--- config.mk ---
export PLATFORM = sky130hd
export DESIGN_NAME = frame_copy_ctrl
export DESIGN_NICKNAME = d
export VERILOG_FILES = /design/src/rtl/frame_copy_ctrl.sv
export SDC_FILE = /design/constraint.sdc
export NUM_CORES = 1
export LEC_CHECK = 0
export ABC_AREA = 1
export CORE_AREA = 2 2 131 133
export DETAILED_ROUTE_END_ITERATION = 16
export DIE_AREA = 0 0 133 135
export PLACE_DENSITY = 0.77
export SYNTH_ARGS = -nofsm -noshare
export SYNTH_HDL_FRONTEND = slang
export SYNTH_SLANG_ARGS = --single-unit
--- constraint.sdc ---
create_clock -name clk -period 2.02 [get_ports clk]
set_input_delay 0.404 -clock clk [delete_from_list [all_inputs] [get_ports clk]]
set_output_delay 0.404 -clock clk [all_outputs]
set_load 0.005 [all_outputs]
--- src/rtl/frame_copy_ctrl.sv ---
// frame_copy_ctrl: copies a block of pixels from a ROM into a RAM, one pixel
// every two clocks. The RAM write port can be stalled by a shared-bus hold.
// Optional feature: define FRAME_COPY_CHECKSUM_EN to get a 16-bit
// wrap-around sum of every pixel written by the current copy on 'checksum'.
// Without the macro, 'checksum' is tied to zero and no adder is built.
module frame_copy_ctrl #(
    parameter int ADDR_W = 19,
    parameter int DATA_W = 8
) (
    input  logic              clk,
    input  logic              reset,
    input  logic              start,
    input  logic [ADDR_W-1:0] src_base,
    input  logic [ADDR_W-1:0] dst_base,
    input  logic [ADDR_W-1:0] length,
    input  logic              hold,
    output logic [ADDR_W-1:0] rom_addr,
    input  logic [DATA_W-1:0] rom_data,
    output logic [ADDR_W-1:0] ram_wraddr,
    output logic [DATA_W-1:0] ram_data,
    output logic              ram_wren,
    output logic              busy,
    output logic              done,
    output logic [15:0]       checksum
);

    typedef enum logic [1:0] {
        IDLE  = 2'd0,
        READ  = 2'd1,
        WRITE = 2'd2,
        DONE  = 2'd3
    } state_t;

    localparam logic [ADDR_W-1:0] ONE = ADDR_W'(1);

    state_t            state;
    logic [ADDR_W-1:0] src_reg;
    logic [ADDR_W-1:0] dst_reg;
    logic [ADDR_W-1:0] len_reg;
    logic [ADDR_W-1:0] index;

    // A start is only honoured while no copy is running.
    logic start_accept;
    assign start_accept = start && ((state == IDLE) || (state == DONE));

    // Copy sequencer: READ presents the pixel's ROM data to the RAM (unless the
    // write port is held), WRITE moves the ROM address on or finishes the copy.
    always_ff @(posedge clk) begin
        if (reset) begin
            state      <= IDLE;
            src_reg    <= '0;
            dst_reg    <= '0;
            len_reg    <= '0;
            index      <= '0;
            rom_addr   <= '0;
            ram_wraddr <= '0;
            ram_data   <= '0;
            ram_wren   <= 1'b0;
            busy       <= 1'b0;
            done       <= 1'b0;
        end else begin
            case (state)
                IDLE, DONE: begin
                    ram_wren <= 1'b0;
                    if (start) begin
                        src_reg <= src_base;
                        dst_reg <= dst_base;
                        len_reg <= length;
                        index   <= '0;
                        if (length != '0) begin
                            state    <= READ;
                            rom_addr <= src_base;
                            busy     <= 1'b1;
                            done     <= 1'b0;
                        end else begin
                            state <= DONE;
                            busy  <= 1'b0;
                            done  <= 1'b1;
                        end
                    end
                end
                READ: begin
                    if (hold) begin
                        ram_wren <= 1'b0;
                    end else begin
                        ram_data   <= rom_data;
                        ram_wraddr <= dst_reg + index;
                        ram_wren   <= 1'b1;
                        state      <= WRITE;
                    end
                end
                WRITE: begin
                    ram_wren <= 1'b0;
                    if (index == len_reg - ONE) begin
                        state <= DONE;
                        busy  <= 1'b0;
                        done  <= 1'b1;
                    end else begin
                        index    <= index + ONE;
                        rom_addr <= src_reg + index + ONE;
                        state    <= READ;
                    end
                end
                default: begin
                    state    <= IDLE;
                    ram_wren <= 1'b0;
                    busy     <= 1'b0;
                    done     <= 1'b0;
                end
            endcase
        end
    end

`ifdef FRAME_COPY_CHECKSUM_EN
    logic [15:0] sum_reg;

    // Running sum of the pixels written by this copy, restarted by each accepted start.
    always_ff @(posedge clk) begin
        if (reset) begin
            sum_reg <= '0;
        end else if (start_accept) begin
            sum_reg <= '0;
        end else if ((state == READ) && !hold) begin
            sum_reg <= sum_reg + 16'(rom_data);
        end
    end

    assign checksum = sum_reg;
`else
    logic unused_start_accept;
    assign unused_start_accept = start_accept;
    assign checksum = 16'd0;
`endif

endmodule

======== Yosys cells after proc, flatten, opt, wreduce, memory -nomap -nowiden ========
Cells that the tools add are included.
cells by class
  multiplexer cells ....................... 22
  equality and inequality tests ........... 9
  reductions and logical operators ........ 11
  $add $sub $neg .......................... 5
  bitwise operators ....................... 1
operators with widths
  kind                     number
  $mux W19                 5
  $pmux W19 S2             2
  $add A19 B1 Y19 const B  2
  $add A19 B19 Y19         2
  $eq A19 B19 Y1           1
  $reduce_bool A19 Y1      1
  $sub A19 B1 Y19 const B  1
  $ne A2 B2 Y1 const B     5
  $mux W2                  4
  $mux W1                  7
  $pmux W1 S2              3
  $pmux W2 S3              1
  $reduce_and A2 Y1        3
  $reduce_and A3 Y1        2
  $eq A2 B2 Y1 const B     2
  $reduce_and A4 Y1        1
  $reduce_or A3 Y1         1
  $eq A2 B1 Y1 const B     1
  $logic_not A2 Y1         1
  $reduce_bool A2 Y1       1
  $reduce_or A2 Y1         1
  $not A1 Y1               1
storage, ports and cells
  word-level logic and storage cells ...... 59
  register bits after elaboration ......... 127
  input bits .............................. 69

======== Longest topological paths before layout ========
Gate-level depths: netlist of run 1.
  depth after elaboration ................. 4
  gate-level depth with buffers ........... 17

======== Worst setup path after synthesis of run 1 ========
No wires, ideal clock.
  path kind ............................... register to register
  from .................................... reg index[0]
  to ...................................... reg rom_addr[10]
  cell stages (with the launch flop) ...... 16
  arrival time ............................ 2.029 ns
  data required time ...................... 1.907 ns
  period minus slack after synthesis ...... 2.142 ns
  path slack .............................. -0.122 ns
  path buffers ............................ 0
  path through ............................ dfxtp_1 -> inv_1 -> ha_1 -> inv_1 -> fa_1 -> nand3_1 -> nand3_1 -> nand3_1 -> nand2_1 -> nand2_1 -> nand2_1 -> or2_2 -> nand3_1 -> nand2_1 -> nor2_1 -> nor2_1
on the way
  longest elaborated chain between the ends .. 4
  elaborated cells between the ends (all ways) .. 7
  those cells by class .................... add/sub (2); eq/ne (2); mux (2); reduce/logical (1)
ends and longest elaborated chain
  item                    line  text
  from (decl)             40    logic [ADDR_W-1:0] index;
  from (signal assigned)  99    index <= index + ONE;
  $add A19 B19 Y19        100   rom_addr <= src_reg + index + ONE;
  $add A19 B1 Y19         100
  $mux W19                94    if (index == len_reg - ONE) begin
  $pmux W19 S2            62    case (state)
  to (signal assigned)    72    rom_addr <= src_base;
  to (signal assigned)    100
  to (decl)               17    output logic [ADDR_W-1:0] rom_addr,
Parallel ways exist; a longest one is shown, timed or not. The select of a mux whose other input is x is not followed.
A chain may end at the register's enable or synchronous reset.

======== Final worst setup path of run 1 ========
  from .................................... reg len_reg[3]
  to ...................................... reg rom_addr[1]
on the way
  longest elaborated chain between the ends .. 4
ends and longest elaborated chain
  item                                line  text
  from (decl)                         39    logic [ADDR_W-1:0] len_reg;
  from (signal assigned)              68    len_reg <= length;
  $sub A19 B1 Y19                     94
  $eq A19 B19 Y1                      94
  $ne A2 B2 Y1 (no source line)       -
  $reduce_and A4 Y1 (no source line)  -
No other way between the ends.

==> results of run 1 <==
-- synthesized netlist by cell type, types with 2 or more instances --
master,count
a21o_1,2
a21oi_1,87
a31oi_1,2
and2_1,3
buf_1,3
buf_4,18
buf_6,3
clkbuf_1,37
clkinv_1,2
dfxtp_1,127
fa_1,2
ha_1,41
inv_1,98
inv_2,3
nand2_1,259
nand2_2,2
nand3_1,57
nand3_2,2
nand3b_1,7
nand4_1,21
nor2_1,235
nor2_2,4
nor2_4,2
nor3_1,14
nor4_1,7
o211ai_1,2
o21ai_0,111
o21ai_1,4
o31ai_1,2
or2_2,9
xnor2_1,12
xor2_1,39
-- what timing repair did --
item	in CTS	in global routing
hold buffers	0	0
endpoints found under the hold margin	0	0
cloned	1	1
gates resized for setup	78	101
pin swaps	18	39
setup endpoints to repair	52	54
setup buffers	10	7
-- where the power goes --
part / internal (W) / switching [W]
Clock: 0.00174 / 0.00126
Sequential: 0.00318 / 0.000479
Combinational: 0.00334 / 0.00397
-- routing by layer --
layer	share of wire	wire length [um]
met5	0	0
met4	0.037	981
met3	0.067	1800
met2	0.48	12900
met1	0.41	11100
-- cell type report --
type / count / area [sq um] / share of cell area
Clock inverter: 14 / 134 / 0.0111
Tap cell: 220 / 275 / 0.0228
Sequential cell: 127 / 2570 / 0.213
Timing Repair Buffer: 300 / 2760 / 0.229
Inverter: 103 / 403 / 0.0334
Clock buffer: 18 / 439 / 0.0364
Multi-Input combinational cell: 950 / 5480 / 0.455
-- critical path, cell delays in order (launching register included) --
cell and delay [ns]:
dfxtp_1 0.36, nor2_2 0.17, nand2_1 0.12, buf_4 0.16, o21ai_1 0.15, nand2_1 0.07
nand2_1 0.07, nand3_1 0.12, nor2_4 0.18, nand4_4 0.20, nand3_4 0.19, buf_12 0.16
nand2_1 0.05, nand2_1 0.06, nor2_1 0.04
-- how the worst max path moves through the flow --
| stage | endpoint | cells after the start | start |
|---|---|---|---|
| after detailed placement | rom_addr[1] | 10 | length[7] |
| after CTS | rom_addr[1] | 16 | len_reg[0] |
| after global placement | rom_addr[4] | 10 | length[7] |
| after global routing | rom_addr[2] | 16 | len_reg[1] |
| after floorplan | rom_addr[13] | 14 | index[2] |
| final | rom_addr[1] | 14 | len_reg[3] |
-- per-stage QoR --
stage                     hold slack, ns  std cells  TNS, ns
final                              0.460       1732    -6.13
after global routing               0.501       1732   -12.59
after detailed placement           0.456       1681   -16.93
after floorplan                    0.435       1242  -0.0135
after global placement             0.451       1681   -14.42
after CTS                          0.463       1724    -5.20
-- kinds of logic (layout without fill, tap and decap cells) --
logic type	Yosys count	count (layout)	share of synthesized area
simple gates	625	625	0.329
compound gates	215	215	0.139
fa+ha+maj	43	43	0.0691
other cells	1	16	0.000469
xor+xnor	51	51	0.0559
flops	127	127	0.318
buf+inv	165	435	0.0889
==> results.py, run 1 <==
metrics = {
    "clock_tree": {
        "cts_tree": "built",
        "clk_latency_ns": 0.43,
        "clkSlewWorstSetupHoldPaths_ns": 0.06,
        "ctsLongestPathBuffers": 2,
        "cts_max_level": 4,
        "cts_made_buffers": 17,
        "cts.sinks": 127,
        "root_buffer": "clkbuf_16",
    },
    "setup_path": {
        "r2r_slack_ns": -0.18,
        "start_kind": "flip-flop",
        "reg2reg_to": "rom_addr[1]",
        "critical_path_class": "flip-flop to flip-flop",
        "crit_fanout": 15,
        "crit_path_end_kind": "flip-flop",
        "r2r-start": "len_reg[3]",
        "cp_data_arrival_time_ns": 2.53,
        "required_ns": 2.34,
        "rr_worst_depth": 14,
    },
    "hold_path": {
        "holdPathEnd": "src_reg[0]",
        "hp-start": "src_reg[0]",
        "hold_depth": 2,
        "hold_class": "flip-flop to flip-flop",
    },
    "synthesis": {
        "synth_top_cell_by_area": "dfxtp_1",
        "synth_edf_count": 0,
        "syn_avg_cell_area_sq_um": 6.52,
        "synthTopCellsByArea": "dfxtp_1 32%, nand2_1 12%, nor2_1 11%, o21ai_0 6.9%, ha_1 6.4%",
        "async_flop_share": 0,
        "synth_top_area_share": 0.318,
        "synth_flop_cell": "dfxtp_1",
        "syn_inst": 1227,
        "ys_types": 42,
        "synth_area_sq_um": 8000,
        "ys_warn_count": 0,
        "ys_ff_latch": 127,
        "ys_seq_area_frac": 0.318,
    },
    "grt": {
        "met1_usage": 0.341,
        "grt_overflow": 0,
        "grt_use_total": 0.281,
        "antenna_found_initial": 0,
        "grt_use_met3": 0.0503,
        "grt_max_degree": 47,
        "grt_pass1_wl_um": 40300,
        "grt_pass1_vias": 8537,
        "use_met2": 0.491,
        "grt.busiest_layer": "met2",
    },
    "cells_and_area": {
        "fin_util": 0.735,
        "layout-drive-gt1-share": 0.241,
        "syn_to_final_growth_pct": 50.8,
        "final_common_cell": "nor2_1",
        "n_antenna_cell": 0,
        "finalInstanceArea_sq_um": 12100,
        "nFillCells": 1237,
        "layout.nets": 1611,
        "mostFrequentLayoutCells": "227 x nor2_1, 224 x nand2_1, 160 x buf_4",
    },
    "sta": {
        "period_needed_ns": 2.20,
        "relSlewSlack": 0.640,
        "worstMarginPinSlew_ns": 0.540,
        "final-hold-violation-count": 0,
        "clock.fmax_mhz": 454,
        "setup_viol": 41,
        "setup_slack_ns": -0.184,
        "clock_skew_ns": 0.00849,
        "min_period_over_period": 1.09,
        "rsz0062_at_grt": "yes",
        "slew_viol_final": 0,
    },
    "floorplanning": {
        "io-pin-count": 134,
        "core_sq_um": 16400,
        "num_rows": 47,
        "start_util": 0.487,
        "die_w_um": 133,
        "die_y_um": 135,
        "die_area_sq_um": 18000,
    },
    "place": {
        "gp_congestion": 0.943,
        "place_ws_ns": -0.590,
        "hpwlAfterDp_um": 18400,
        "place_area_sq_um": 10600,
        "port_buffers": 117,
    },
    "drt": {
        "drt_wl_total_um": 26800,
        "drc": 0,
        "drtAntennaViolNets": 0,
        "avgViaCountPerCell": 5.24,
        "first_iter_violations": 568,
        "routedWlPerCell_um": 15.5,
        "drt-pass1-iter-count": 6,
        "vias": 9080,
    },
    "power": {
        "vdd_drop_max_mv": 0.787,
        "p_leak_nw": 5.62,
        "finalPower_w": 0.0140,
        "power_density_nw_per_um2": 1160,
    },
    "run_status": {
        "status": "complete, but fails checks",
        "violations": "setup timing",
    },
    "flow_run": {
        "cap_violations": 0,
    },
}
No activity file was read; power rests on OpenSTA's default activity.
==> run 2, diff against run 1 <==
--- a/config.mk
+++ b/config.mk
@@ -6,9 +6,9 @@
 export NUM_CORES = 1
 export LEC_CHECK = 0
 export ABC_AREA = 1
-export CORE_AREA = 2 2 131 133
+export CORE_AREA = 3 3 132 134
 export DETAILED_ROUTE_END_ITERATION = 16
-export DIE_AREA = 0 0 133 135
+export DIE_AREA = 0 0 135 137
 export PLACE_DENSITY = 0.77
 export SYNTH_ARGS = -nofsm -noshare
 export SYNTH_HDL_FRONTEND = slang
==> run 2 against run 1 <==
The run still ends with setup timing left. Fmax is 0.79% lower. Via count is 2.0% higher. Global-route usage is 0.53 points lower. Final cell count is 0.23% higher. Critical path depth is 2 higher. Flip-flop and latch count stayed put. Wire length is 4.4% higher. Clock skew is 0.0032 ns lower. Worst setup slack worse by 0.018 ns. First-iteration DRC count is 26% higher. Design area is 0.48% higher. Largest cell class unchanged. Largest power group unchanged.
==> results.py, run 2 (synthesized netlist as in run 1, its figures left out) <==
metrics = {
    "floorplanning": {
        "start_util": 0.487,
        "num_rows": 47,
        "core_sq_um": 16400,
        "die_w_um": 135,
        "die_y_um": 137,
        "io-pin-count": 134,
        "die_area_sq_um": 18500,
    },
    "power": {
        "finalPower_w": 0.0143,
        "p_clk_frac": 0.224,
        "pwr-share-seq": 0.257,
        "vdd_drop_max_mv": 0.689,
        "switching_share": 0.404,
        "power_density_nw_per_um2": 1180,
        "power_switching_w": 0.00578,
        "p_leak_nw": 5.60,
        "combPwrFrac": 0.520,
        "cellInternalPower_w": 0.00851,
    },
    "drt": {
        "drtAntennaViolNets": 0,
        "routedWlPerCell_um": 16.1,
        "avgViaCountPerCell": 5.34,
        "drt_wl_total_um": 28000,
        "drt-pass1-iter-count": 5,
        "vias": 9266,
        "first_iter_violations": 715,
        "drc": 0,
    },
    "clock_tree": {
        "cts_tree": "built",
        "cts_made_buffers": 17,
        "cts_max_level": 4,
        "clkSlewWorstSetupHoldPaths_ns": 0.06,
        "ctsLongestPathBuffers": 2,
        "cts.sinks": 127,
        "cts_hold_buf": 0,
        "clk_latency_ns": 0.43,
        "root_buffer": "clkbuf_16",
    },
    "sta": {
        "setup_viol": 44,
        "whs_ns": 0.459,
        "clock.fmax_mhz": 450,
        "clock_skew_ns": 0.00534,
        "rsz0062_at_grt": "yes",
        "slew_viol_final": 0,
        "final-hold-violation-count": 0,
        "period_needed_ns": 2.22,
        "setup_slack_ns": -0.202,
        "min_period_over_period": 1.10,
    },
    "setup_path": {
        "r2r_slack_ns": -0.20,
        "cp_slowest_cell": "dfxtp_2",
        "cp_data_arrival_time_ns": 2.57,
        "crit_path_end": "state[1]",
        "crit_start": "len_reg[0]",
        "worstPathCellList": "inv_4, ha_4, nand3_4, nor2_4, nand2_2, nand2_1, nand2_1, nor2_1, nand3_1, nor2_4, nand4_4, buf_4, buf_4, nand2_1, nand2_1, a21oi_1",
        "reg2reg_to": "state[1]",
        "critPathMaxStageDelay_ns": 0.33,
        "critical_path_class": "flip-flop to flip-flop",
        "rr_worst_depth": 16,
        "crit_path_frequent_cell": "nand2_1",
        "start_kind": "flip-flop",
        "crit_fanout": 8,
        "r2r-start": "len_reg[0]",
        "crit_path_end_kind": "flip-flop",
        "required_ns": 2.37,
    },
    "grt": {
        "grt_pass1_wl_um": 41000,
        "antenna_found_initial": 0,
        "grt_overflow": 0,
        "grt_pass1_vias": 8498,
        "grt_max_degree": 60,
        "grt_use_total": 0.276,
    },
    "cells_and_area": {
        "final_cells": 1736,
        "n_antenna_cell": 0,
        "syn_to_final_growth_pct": 51.5,
        "final_common_cell": "nor2_1",
        "layout.nets": 1615,
        "mostFrequentLayoutCells": "221 x nor2_1, 215 x nand2_1, 165 x buf_4",
        "layout-drive-gt1-share": 0.256,
    },
    "run_status": {
        "status": "complete, but fails checks",
        "violations": "setup timing",
    },
    "place": {
        "port_buffers": 117,
        "hpwlAfterDp_um": 18600,
        "dp.cells": 1687,
        "gp_congestion": 0.908,
    },
    "hold_path": {
        "hold_class": "flip-flop to flip-flop",
    },
    "flow_run": {
        "cap_violations": 0,
    },
}
-- run 2: per-stage QoR --
step	util	worst slack, ns	cell area (sq um)	TNS (ns)
4_1_cts	0.704	-0.125	11500	-3.80
3_3_place_gp	0.647	-0.511	10600	-12.58
2_1_floorplan	-	-0.00721	8080	-0.0135
3_5_place_dp	0.647	-0.566	10600	-14.86
6_report	0.739	-0.202	12100	-5.63
5_1_grt	0.739	-0.350	12100	-11.41
-- run 2: layout make-up --
cell class                      instances  area [sq um]
Clock buffer                           19           443
Clock inverter                         13           163
Timing Repair inverter                  1          5.00
Tap cell                              220           275
Sequential cell                       127          2580
Timing Repair Buffer                  303          2760
Fill cell                            1182          4290
Multi-Input combinational cell        950          5500
Inverter                              103           398
-- run 2: layer usage --
layer  share of wire  wire length (um)  GRT usage  vias up
li1                -                 -          -     4517
met1            0.41             11300      0.352     4270
met2            0.49             13800      0.474      391
met3           0.063              1770     0.0449       88
met4           0.037              1030     0.0957        0
met5               0                 0          0        -
-- run 2: worst max-delay path, delay by kind of cell, from the launching register on --
kind | cells | cell delay [ns]
adders and majority gates | 1 | 0.17
and+or+nand+nor | 11 | 1.09
buffers and inverters | 3 | 0.39
DFF | 1 | 0.33
AOI/OAI and AO/OA | 1 | 0.15
-- run 2: power by group through the flow --
| stage | Combinational, W | Clock, W | Sequential, W |
|---|---|---|---|
| floorplan | 0.00362 | 0 | 0.00362 |
| global placement | 0.00607 | 0 | 0.00362 |
| detailed placement | 0.00620 | 0 | 0.00364 |
| CTS | 0.00651 | 0.00322 | 0.00362 |
| global route | 0.00813 | 0.00334 | 0.00374 |
| finish | 0.00743 | 0.00320 | 0.00367 |
-- run 2: worst min path at each step --
stage	start	to	slack [ns]	cells past startpoint
2_1_floorplan	src_reg[0]	src_reg[0]	0.44	2
3_5_place_dp	src_reg[0]	src_reg[0]	0.45	2
5_1_grt	src_reg[0]	src_reg[0]	0.49	2
6_report	src_reg[0]	src_reg[0]	0.46	2
3_3_place_gp	src_reg[0]	src_reg[0]	0.45	2
4_1_cts	src_reg[0]	src_reg[0]	0.46	2
-- run 2: what timing repair did --
| item | 4_1_cts | 5_1_grt |
|---|---|---|
| hold endpoints to repair | 0 | 0 |
| gates resized for setup | 67 | 124 |
| pin swaps | 16 | 35 |
| cloned | 0 | 4 |
| setup buffers | 9 | 6 |
| endpoints found under the setup margin | 53 | 57 |
